**config.mk**
```make
export PLATFORM = sky130hd
export DESIGN_NAME = turn_timer
export DESIGN_NICKNAME = d
export VERILOG_FILES = /design/src/rtl/turn_timer.sv
export SDC_FILE = /design/constraint.sdc
export NUM_CORES = 1
export LEC_CHECK = 0
export ABC_AREA = 1
export BUFFER_PORTS_ARGS = -buffer_cell sky130_fd_sc_hd__buf_2
export CORE_UTILIZATION = 55
export DETAILED_ROUTE_END_ITERATION = 12
export PLACE_DENSITY = 0.8
export SYNTH_ARGS = -nofsm -noshare
export SYNTH_HDL_FRONTEND = slang
export SYNTH_SLANG_ARGS = --single-unit
```
**constraint.sdc**
```tcl
create_clock -name clk -period 2 [get_ports clk]
set_input_delay 0.2 -clock clk [delete_from_list [all_inputs] [get_ports clk]]
set_output_delay 0.2 -clock clk [all_outputs]
set_load 0.02 [all_outputs]
```
**src/rtl/turn_timer.sv**
```systemverilog
// Player-turn countdown timer: counts TURN_SECONDS whole seconds while en is high,
// raises timeout when the turn runs out and shows remaining seconds as two BCD digits.
module turn_timer #(
    parameter int CLK_HZ       = 50_000_000,
    parameter int TURN_SECONDS = 15
) (
    input  logic       clk,
    input  logic       rst,
    input  logic       en,
    output logic       timeout,
    output logic       running,
    output logic       sec_tick,
    output logic [3:0] secs_tens,
    output logic [3:0] secs_ones
);

    localparam int              PW        = (CLK_HZ > 1) ? $clog2(CLK_HZ) : 1;
    localparam logic [PW-1:0]   PRESC_MAX = PW'(CLK_HZ - 1);
    localparam logic [6:0]      SECS_INIT = 7'(TURN_SECONDS);

    typedef enum logic [1:0] {
        IDLE    = 2'd0,
        RUN     = 2'd1,
        EXPIRED = 2'd2
    } state_t;

    state_t        state, state_next;
    logic [PW-1:0] presc, presc_next;
    logic [6:0]    secs, secs_next;
    logic          tick_next;

    // NOTE: sequential state uses non-blocking assignments so every register samples pre-edge values.
    always_ff @(posedge clk or posedge rst) begin
        if (rst) begin
            state    <= IDLE;
            presc    <= '0;
            secs     <= SECS_INIT;
            sec_tick <= 1'b0;
        end else begin
            state    <= state_next;
            presc    <= presc_next;
            secs     <= secs_next;
            sec_tick <= tick_next;
        end
    end

    // NOTE: every output of this block gets a default first, so no path can infer a latch.
    always_comb begin
        state_next = state;
        presc_next = presc;
        secs_next  = secs;
        tick_next  = 1'b0;
        unique case (state)
            IDLE: begin
                secs_next  = SECS_INIT;
                presc_next = '0;
                if (en) state_next = RUN;
            end
            RUN: begin
                if (!en) begin
                    // Turn ended early: abandon the count without a tick or timeout.
                    state_next = IDLE;
                    secs_next  = SECS_INIT;
                    presc_next = '0;
                end else if (presc == PRESC_MAX) begin
                    presc_next = '0;
                    tick_next  = 1'b1;
                    if (secs <= 7'd1) begin
                        secs_next  = '0;
                        state_next = EXPIRED;
                    end else begin
                        secs_next = secs - 7'd1;
                    end
                end else begin
                    presc_next = presc + 1'b1;
                end
            end
            EXPIRED: begin
                secs_next  = '0;
                presc_next = '0;
                if (!en) begin
                    state_next = IDLE;
                    secs_next  = SECS_INIT;
                end
            end
            default: begin
                state_next = IDLE;
                secs_next  = SECS_INIT;
                presc_next = '0;
            end
        endcase
    end

    assign timeout   = (state == EXPIRED);
    assign running   = (state == RUN);
    assign secs_tens = 4'(secs / 7'd10);
    assign secs_ones = 4'(secs % 7'd10);

endmodule

```
==> results.py <==
metrics = {
    "pwr": {
        "finalPower_w": 0.003132,
        "power_switching_w": 0.001291,
        "max-vdd-ir-drop_v": 0.0007538,
        "power.internal_w": 0.001841,
        "p_seq_share_pct": 28.0,
        "p_per_area_nw_per_um2": 971.3,
        "combinationalPowerShare_pct": 54.1,
        "p_clk_share_pct": 17.9,
        "swShare_pct": 41.23,
        "leakagePower_nw": 1.542,
    },
    "worst_setup_path": {
        "crit_start": "secs[4]",
        "start_kind": "flop",
        "reg2reg_slack_ps": 50,
        "cp-endpoint": "secs_ones[2]",
        "path_max_fanout": 5,
        "arrival_ps": 2370,
        "crit_type": "flop to output pin",
        "cpMaxStageDelayCell": "dfrtp_2",
        "endpoint_kind": "output pin",
        "max_stage_delay_ps": 460,
        "cp_common_cell": "nand2_4",
        "crit_chain": "inv_4, nand3_4, nand3_4, nand2_4, nand2_8, nand2_4, nand2_4, inv_4, nand2_4, nand2_4, nand2_4, nand2_4, buf_4, buf_4, buf_4, nand4_1, nand2_4, buf_6",
        "r2r-start": "presc[0]",
        "worstPathRequired_ps": 1800,
        "rr_worst_depth": 10,
        "worst_r2r_endpoint": "presc[19]",
    },
    "finish": {
        "fillers": 267,
        "antenna_cells": 0,
        "drive_gt1_share_pct": 36.05,
        "final_util_pct": 80.03,
        "seqCellArea_um2": 909.6,
        "area_delta_synth_final_pct": 37.88,
        "final_nets": 392,
        "multi_input_area_um2": 1484,
    },
    "floorplan": {
        "core-area_um2": 4029,
        "rows": 23,
        "start_util_pct": 58.04,
        "die_area_um2": 4517,
        "pin_count": 14,
        "die_y_um": 67.21,
        "die_w_um": 67.21,
    },
    "clock_network": {
        "cts_tree": "yes",
        "hold_buffers": 0,
        "cts_made_buffers": 5,
        "cts_root_buf": "clkbuf_8",
        "clock_latency_ps": 290,
        "clockBufferDepth": 2,
        "h-tree-depth": 2,
        "clkTransAtPathRegs_ps": 70,
        "clock_sinks": 36,
    },
    "drt": {
        "dr.pass1.iters": 4,
        "ant_nets": 0,
        "drt-total-wl_mm": 6.303,
        "num_vias": 2380,
        "drt-wirelength-per-cell_um": 14.66,
        "drc": 0,
        "initialDrtViolationCount": 91,
        "viasPerCell": 5.535,
    },
    "grt": {
        "antenna_found_initial": 0,
        "grt_first_pass_wirelength_mm": 8.811,
        "grt_pass1_vias": 2134,
        "overflow": 0,
        "grt_max_degree": 37,
        "grtUsageTotal_pct": 26.27,
    },
    "run_status": {
        "status": "finished with violations",
        "violations": "negative setup slack",
    },
    "run": {
        "max-cap-violations": 0,
    },
    "synthesis": {
        "yosysTopAreaCell": "dfrtp_1",
        "ys_warn_count": 0,
        "ys_seq_area_share_pct": 38.74,
        "async_flop_share_pct": 100.0,
        "syn_area_um2": 2338,
        "synth_common_cells": "nand2_1 (64), inv_1 (52), dfrtp_1 (32), nor2_1 (29), o21ai_0 (18)",
        "ys.flop_type": "dfrtp_1",
        "syn_avg_cell_area_um2": 7.400,
        "yosysTopAreaCellShare_pct": 34.24,
        "synth_edf_count": 0,
        "syn_inst": 316,
        "yosysMostFrequentCell": "nand2_1",
        "synth.net_count": 328,
        "synth_area_leaders": "dfrtp_1 (34%), nand2_1 (10%), inv_1 (8.3%)",
        "synth_seq_cells": 36,
        "synth_cell_types": 36,
    },
    "timing": {
        "timing.fmax_ghz": 0.3897,
        "final.setup.worst_slack_ps": -566.4,
        "slew_headroom_pct": 68.10,
        "final.min_clock_period_ps": 2566,
        "slew_viol_final": 0,
        "finalHoldViolations": 0,
        "setup_viol": 5,
        "finalSetupTns_ps": -2053,
        "rsz0062_at_grt": "yes",
        "skew_ps": 5.867,
        "worstMarginPinSlew_ps": 474.2,
        "timing.hold.ws_ps": 11.25,
        "finalCritPeriodShare_pct": 128.3,
    },
    "placed_design": {
        "dp_slack_ps": -291.3,
        "port_buffers": 13,
        "hpwlAfterDp_mm": 3.901,
        "gp_congestion": 0.8757,
    },
    "hold_path": {
        "min_path_type": "primary input to async pin",
    },
}
==> metal layers <==
metal	GRT usage [%]	share of wire (%)
met3	6.250	2.9
met5	0	0
met1	29.82	40
met2	46.75	56
met4	11.17	1.4
==> power groups by stage <==
stage / clock network [W] / logic, W / registers [W]
2_1_floorplan: 0 / 0.000926 / 0.000888
3_3_place_gp: 0 / 0.00130 / 0.000884
3_5_place_dp: 0 / 0.00134 / 0.000891
4_1_cts: 0.000573 / 0.00148 / 0.000876
5_1_grt: 0.000602 / 0.00184 / 0.000888
6_report: 0.000560 / 0.00170 / 0.000877
==> metrics by stage <==
stage,std cells,cell area [µm²]
floorplan,316,2417
global placement,409,2780
detailed placement,409,2780
CTS,421,2980
global route,430,3224
finish,430,3224
==> registers in the layout, indices dropped and copies added, names as in the netlist <==
name	flops
secs	7
state	2
sec_tick	1
presc	26
==> layout make-up <==
class / count / share of cell area [%]
Clock buffer: 7 / 2.988
Inverter: 55 / 6.674
Tap cell: 50 / 1.940
Timing Repair inverter: 1 / 0.2328
Timing Repair Buffer: 60 / 13.93
Sequential cell: 36 / 28.21
Multi-Input combinational cell: 221 / 46.02
==> how the worst min path moves through the flow <==
stage / start / end / depth (start not counted)
2_1_floorplan: en / secs[3] / 3
3_3_place_gp: rst / presc[15] / 3
3_5_place_dp: rst / presc[22] / 3
4_1_cts: rst / presc[15] / 3
5_1_grt: rst / presc[22] / 3
6_report: rst / presc[21] / 3
==> cells by family (layout without fill, tap and decap cells) <==
logic type	Yosys count	in the layout	share of synthesized area, %
flops	36	36	38.74
xor+xnor	3	3	1.124
compound gates	50	50	11.99
simple gates	159	159	33.65
buf+inv	59	123	9.684
fa+ha+maj	9	9	4.815
==> worst max-delay path, delay by kind of cell, from the launching register on <==
| family | cells | cell delay, ps |
|---|---|---|
| flip-flops | 1 | 460 |
| buffers and inverters | 6 | 620 |
| AND/OR/NAND/NOR | 12 | 960 |
==> what timing repair did <==
item / 4_1_cts / 5_1_grt
buffers inserted: 5 / 8
setup endpoints to repair: 5 / 22
gates resized for setup: 18 / 44
pin swaps: 11 / 12
cloned: 0 / 1
==> layout by cell type, fill, tap and decap left out, types with 7 or more instances in the layout <==
| master | n |
|---|---|
| ha_1 | 7 |
| nand2_4 | 16 |
| dfrtp_1 | 29 |
| nand4_1 | 11 |
| nand2_1 | 49 |
| a21oi_1 | 14 |
| o21ai_0 | 15 |
| buf_2 | 8 |
| buf_4 | 47 |
| nor3_1 | 11 |
| nand3_1 | 11 |
| clkbuf_8 | 7 |
| inv_1 | 46 |
| nor2_1 | 28 |
No activity file was read; power rests on OpenSTA's default activity.
